### config.mk
export PLATFORM = sky130hd
export DESIGN_NAME = usb_tx_sequencer
export DESIGN_NICKNAME = d
export VERILOG_FILES = /design/src/rtl/usb_tx_sequencer.sv
export SDC_FILE = /design/constraint.sdc
export NUM_CORES = 1
export LEC_CHECK = 0
export BUFFER_PORTS_ARGS = -buffer_cell sky130_fd_sc_hd__buf_2
export CAP_MARGIN = 20
export CORE_ASPECT_RATIO = 0.5
export CORE_UTILIZATION = 50
export DETAILED_ROUTE_END_ITERATION = 7
export PLACE_DENSITY_LB_ADDON = 0.3
export SLEW_MARGIN = 30
export SYNTH_ARGS = -nofsm -noshare
export SYNTH_HDL_FRONTEND = slang
export SYNTH_SLANG_ARGS = --single-unit
### constraint.sdc
create_clock -name clk -period 2.6 [get_ports clk]
set_input_delay 0.78 -clock clk [delete_from_list [all_inputs] [get_ports clk]]
set_output_delay 0.78 -clock clk [all_outputs]
set_load 0.1 [all_outputs]
### src/rtl/usb_tx_sequencer.sv
// usb_tx_sequencer: serializes one packet descriptor (PID byte, then token
// or data fields) LSB-first into the CRC encoder, waits for the CRC tail to
// drain and reports completion or a CRC timeout.
module usb_tx_sequencer #(
    parameter int DATA_BITS   = 64,
    parameter int CRC_TIMEOUT = 31
) (
    input  logic                 clk,
    input  logic                 rst_L,
    input  logic                 pkt_valid,
    output logic                 pkt_ready,
    input  logic [1:0]           pkt_kind,
    input  logic [3:0]           pid,
    input  logic [6:0]           addr,
    input  logic [3:0]           endp,
    input  logic [DATA_BITS-1:0] data,
    input  logic                 stall,
    input  logic                 crc_sending,
    output logic                 ser_bit,
    output logic                 ser_recving,
    output logic                 ser_start,
    output logic                 ser_pkttype,
    output logic                 busy,
    output logic                 pkt_done,
    output logic                 crc_err
);

    // Bit counter covers the widest field (64 data bits); the CRC wait
    // counter is 5 bits wide.
    localparam int CNT_W = 7;
    localparam int TMO_W = 5;
    localparam int DI_W  = (DATA_BITS > 1) ? $clog2(DATA_BITS) : 1;

    typedef enum logic [2:0] {
        S_IDLE,
        S_PID,
        S_FIELD,
        S_CRC_WAIT,
        S_DONE
    } state_t;

    state_t                r_state;
    state_t                w_nextState;
    logic [CNT_W-1:0]      r_cnt;
    logic [TMO_W-1:0]      r_tcnt;
    logic [1:0]            r_kind;
    logic [3:0]            r_pid;
    logic [6:0]            r_addr;
    logic [3:0]            r_endp;
    logic [DATA_BITS-1:0]  r_data;

    logic                  w_accept;
    logic                  w_isData;
    logic                  w_isHandshake;
    logic [7:0]            w_pidByte;
    logic [15:0]           w_tokenField;
    logic [CNT_W-1:0]      w_fieldLast;
    logic                  w_pidLast;
    logic                  w_fieldEnd;
    logic                  w_crcExit;
    logic                  w_timeout;

    assign w_accept      = pkt_valid && (r_state == S_IDLE);
    assign w_isData      = (r_kind == 2'b01);
    assign w_isHandshake = r_kind[1];
    assign w_pidByte     = {~r_pid, r_pid};
    assign w_tokenField  = {5'b0, r_endp, r_addr};
    assign w_fieldLast   = w_isData ? CNT_W'(DATA_BITS - 1) : CNT_W'(10);
    assign w_pidLast     = (r_cnt == CNT_W'(7));
    assign w_fieldEnd    = (r_cnt == w_fieldLast);
    // The first CRC_WAIT cycle (counter still 0) never exits; a finished
    // encoder wins over a simultaneous timeout.
    assign w_crcExit     = (r_tcnt != '0) && !crc_sending;
    assign w_timeout     = (r_tcnt == TMO_W'(CRC_TIMEOUT - 1)) && !w_crcExit;

    // State register.
    always_ff @(posedge clk or negedge rst_L) begin
        if (!rst_L) r_state <= S_IDLE;
        else        r_state <= w_nextState;
    end

    // Next-state logic; stall freezes every state except IDLE and DONE.
    always_comb begin
        w_nextState = r_state;
        case (r_state)
            S_IDLE:     if (pkt_valid) w_nextState = S_PID;
            S_PID:      if (!stall && w_pidLast)
                            w_nextState = w_isHandshake ? S_DONE : S_FIELD;
            S_FIELD:    if (!stall && w_fieldEnd) w_nextState = S_CRC_WAIT;
            S_CRC_WAIT: if (!stall) begin
                            if (w_crcExit)      w_nextState = S_DONE;
                            else if (w_timeout) w_nextState = S_IDLE;
                        end
            S_DONE:     w_nextState = S_IDLE;
            default:    w_nextState = S_IDLE;
        endcase
    end

    // Bit and timeout counters advance only on unstalled cycles.
    always_ff @(posedge clk or negedge rst_L) begin
        if (!rst_L) begin
            r_cnt  <= '0;
            r_tcnt <= '0;
        end else begin
            case (r_state)
                S_PID: if (!stall) r_cnt <= w_pidLast ? '0 : r_cnt + 1'b1;
                S_FIELD: if (!stall) begin
                    r_cnt  <= w_fieldEnd ? '0 : r_cnt + 1'b1;
                    r_tcnt <= '0;
                end
                S_CRC_WAIT: if (!stall) r_tcnt <= r_tcnt + 1'b1;
                default: begin
                    r_cnt  <= '0;
                    r_tcnt <= '0;
                end
            endcase
        end
    end

    // Descriptor latch, captured on the accepting handshake.
    always_ff @(posedge clk or negedge rst_L) begin
        if (!rst_L) begin
            r_kind <= '0;
            r_pid  <= '0;
            r_addr <= '0;
            r_endp <= '0;
            r_data <= '0;
        end else if (w_accept) begin
            r_kind <= pkt_kind;
            r_pid  <= pid;
            r_addr <= addr;
            r_endp <= endp;
            r_data <= data;
        end
    end

    // Outputs decode from state and counter, so they hold naturally while stalled.
    always_comb begin
        pkt_ready   = 1'b0;
        ser_bit     = 1'b0;
        ser_recving = 1'b0;
        ser_start   = 1'b0;
        ser_pkttype = 1'b0;
        busy        = 1'b1;
        pkt_done    = 1'b0;
        crc_err     = 1'b0;
        case (r_state)
            S_IDLE: begin
                pkt_ready = 1'b1;
                busy      = 1'b0;
            end
            S_PID: begin
                ser_bit     = w_pidByte[r_cnt[2:0]];
                ser_recving = 1'b1;
                ser_start   = 1'b1;
                ser_pkttype = w_isData;
            end
            S_FIELD: begin
                ser_bit     = w_isData ? r_data[r_cnt[DI_W-1:0]]
                                       : w_tokenField[r_cnt[3:0]];
                ser_recving = 1'b1;
                ser_pkttype = w_isData;
            end
            S_CRC_WAIT: begin
                ser_pkttype = w_isData;
                crc_err     = !stall && w_timeout;
            end
            S_DONE: pkt_done = 1'b1;
            default: busy = 1'b0;
        endcase
    end

endmodule

==> flow_summary.json <==
{
  "grt_overflow": 0,
  "min_period_ps": 3100,
  "drt_iter0_drc": 215,
  "regToRegEndpoint": "r_state[0]$_DFFE_PN0P_",
  "finalCritPeriodShare_pct": 119,
  "r2r_start": "r_cnt[2]$_DFFE_PN0P_",
  "post_drt_via_cell_ratio": 5.55,
  "drc": 0,
  "fmax_mhz": 323,
  "synthXorXnorAreaFrac_pct": 0.909,
  "final_area_um2": 6150,
  "finalWorstSetupSlack_ps": -496,
  "antenna_left": 0,
  "h-tree-depth": 3,
  "first_pass_iters": 4,
  "clock-sinks": 96,
  "drive_gt1_share_pct": 56.6,
  "gp_congestion": 0.858,
  "final_nets": 567,
  "dp_hpwl_mm": 7.52,
  "finalHoldViolations": 0,
  "cp_max_fo": 6,
  "dieHeight_um": 71.4,
  "critPathRequiredTime_ps": 1820,
  "synth_cells": 359,
  "clockBufferDepth": 2,
  "ys_seq_area_share_pct": 49.9,
  "std_cell_rows": 24,
  "holdWs_ps": 402,
  "ff_latch_area_um2": 2400,
  "synth_adder_area_share_pct": 1.04,
  "worst_path_largest_cell_delay_ps": 490,
  "nFillCells": 649,
  "cts_root_buf": "clkbuf_16",
  "dr_total_vias": 3323,
  "synth_compound_area_share_pct": 6.00,
  "portBuffers": 93,
  "synthMuxAreaShare_pct": 30.2,
  "outcome": "complete, but fails checks",
  "placed_area_um2": 5700,
  "final_max_slew_viol_count": 0,
  "initial_core_util_pct": 53.5,
  "critPathMostFrequentCell": "buf_6",
  "yosysTopAreaCell": "dfrtp_1",
  "rsz0062_at_grt": "yes",
  "ff2ff_path_depth": 7,
  "crit_arrival_ps": 2320,
  "synth_top_family_by_area": "multiplexers",
  "antenna_found_initial": 0,
  "p_leak_nw": 2.72,
  "path_clk_slew_ps": 70,
  "ir_drop_uv": 512,
  "dieArea_um2": 10100,
  "slowest_stage": "mux4_2",
  "wire_per_inst_um": 17.3,
  "fin_skew_ps": 6.28,
  "finalSetupTns_ps": -540,
  "setup_viol": 2,
  "crit_chain": "buf_6, buf_6, mux4_2, nand4_1, nand2_1, nor4_2, o211ai_1, clkbuf_16",
  "clk-insertion-delay-late_ps": 340,
  "wirelength_mm": 10.4,
  "critPathKind": "reg -> out",
  "grt_pass1_vias": 3419,
  "diodes": 0,
  "cts_hold_buf": 0,
  "ios": 94,
  "synth_top_area_share_pct": 49.9,
  "cts_made_buffers": 9,
  "failed_checks": "negative setup slack",
  "coreArea_um2": 9010,
  "cp-end-kind": "primary output",
  "yosys.cell_types.count": 54,
  "tightest_slew_ps": 482,
  "power_density_nw_per_um2": 1270,
  "syn_area_um2": 4820,
  "max_slew_margin_pct": 67.9,
  "multiInputGateArea_um2": 2360,
  "reg2reg_slack_ps": 480,
  "grt_max_degree": 39,
  "avgSynthCellArea_um2": 13.4,
  "synth_fp_nets": 449,
  "min_path_type": "in -> async",
  "timing.max_cap.violations": 0,
  "grt_pass1_wl_mm": 17.5,
  "yosys.area_share.simple_pct": 8.86,
  "cp-start-kind": "flip-flop",
  "synth_area_leaders": "dfrtp_1 50%, mux2_2 19%, mux4_2 8.0%",
  "syn2layout_area_growth_pct": 27.7,
  "yosys_warnings": 0,
  "cts_tree": "built",
  "ys_seq_elements": 96,
  "chipWidth_um": 141,
  "grt_usage_pct": 22.6
}
power breakdown:
group	leakage, nW	total (mW)	switching [mW]	internal, mW
clock	0.153	1.34	0.542	0.800
combinational	1.41	3.88	1.87	2.01
sequential	1.16	2.62	0.417	2.20
total	2.72	7.84	2.83	5.01
critical path: cells and delay by family (launching register included):
kind | cells | cell delay, ps
multiplexers | 1 | 490
AO/OA/AOI/OAI | 1 | 160
flip-flops | 1 | 430
AND/OR/NAND/NOR | 3 | 420
buffers and inverters | 3 | 470
what timing repair did:
action                                 in CTS  in global routing
endpoints found under the hold margin       0                  0
resized for setup                          11                  9
setup endpoints to repair                   2                  2
pin swaps                                   6                  5
buffers inserted                            7                  4
final cells by class:
cell class / count / share of cell area (%)
Clock inverter: 4 / 0.855
Clock buffer: 12 / 4.17
Sequential cell: 96 / 39.1
Multi-Input combinational cell: 235 / 38.3
Timing Repair Buffer: 132 / 15.0
Inverter: 3 / 0.183
Tap cell: 117 / 2.38
flip-flops by register name, indices dropped and copies added, names as in the netlist:
register,cells
r_kind,2
r_data,64
r_cnt,7
r_state,3
r_endp,4
r_pid,4
r_addr,7
r_tcnt,5
through the flow:
step	utilization [%]	setup WS [ps]	std cells	power, mW
floorplan	-	-989	359	5.31
global route	68.3	-613	599	8.31
CTS	67.6	-488	596	7.81
global placement	63.2	-244	574	6.28
finish	68.3	-496	599	7.84
detailed placement	63.2	-263	574	6.36
cell usage after synthesis (all sizes together):
master / count
xnor2: 1
nor2: 13
a2bb2oi: 1
ha: 4
o21ai: 13
and3: 3
a31oi: 1
a32oi: 1
o2111ai: 2
a22o: 2
and4: 1
nand4: 3
a21o: 2
o211ai: 2
nand2: 19
a22oi: 1
nor3b: 1
xor2: 4
buf: 18
o31ai: 3
mux2: 83
mux2i: 10
nand3: 4
inv: 3
mux4: 18
nor4b: 3
nor3: 3
clkbuf: 7
a211o: 1
nand2b: 6
nor4: 4
o21bai: 1
or3b: 2
o22a: 1
dfrtp: 96
nor2b: 6
and2: 3
a21oi: 10
nand3b: 2
nand4b: 1
cell usage in the layout (no fill, tap or decap), drive strengths merged, types with 2 or more instances in the layout:
cell       n
ha         4
nor4b      3
o21ai     13
nor3       3
nand2     19
or3b       2
dfrtp     96
buf      130
and2       3
o211ai     2
xor2       4
clkbuf    13
inv        3
a21o       2
and3       3
nand3b     2
nand4      3
a22o       2
nor2      13
mux2      83
nand3      4
a21oi     10
mux4      18
nor4       4
nor2b      6
o31ai      3
o2111ai    2
clkinv     3
nand2b     6
mux2i     10
how the worst max path moves through the flow:
stage	start	endpoint	slack, ps
finish	r_cnt[0]$_DFFE_PN0P_	ser_bit	-500
global route	r_cnt[0]$_DFFE_PN0P_	ser_bit	-610
CTS	r_cnt[0]$_DFFE_PN0P_	ser_bit	-490
global placement	r_cnt[0]$_DFFE_PN0P_	ser_bit	-240
detailed placement	r_cnt[0]$_DFFE_PN0P_	ser_bit	-260
floorplan	r_cnt[0]$_DFFE_PN0P_	ser_bit	-990
routing by layer:
metal	track usage (%)	up-vias	part of all wire, %
li1	-	1564	-
met1	33.0	1672	50
met2	34.8	82	45
met3	5.75	5	4.8
met4	4.71	0	0.48
met5	0	-	0
kinds of logic (layout without fill, tap and decap cells):
kind of cell             Yosys count  after routing
AO/OA/AOI/OAI                     41             41
XOR/XNOR                           5              5
adder cells (fa/ha/maj)            4              4
buffers and inverters             28            151
flip-flops                        96             96
multiplexers                     111            111
AND/OR/NAND/NOR                   74             74
Note: power is estimated with default switching activity, not from simulation.
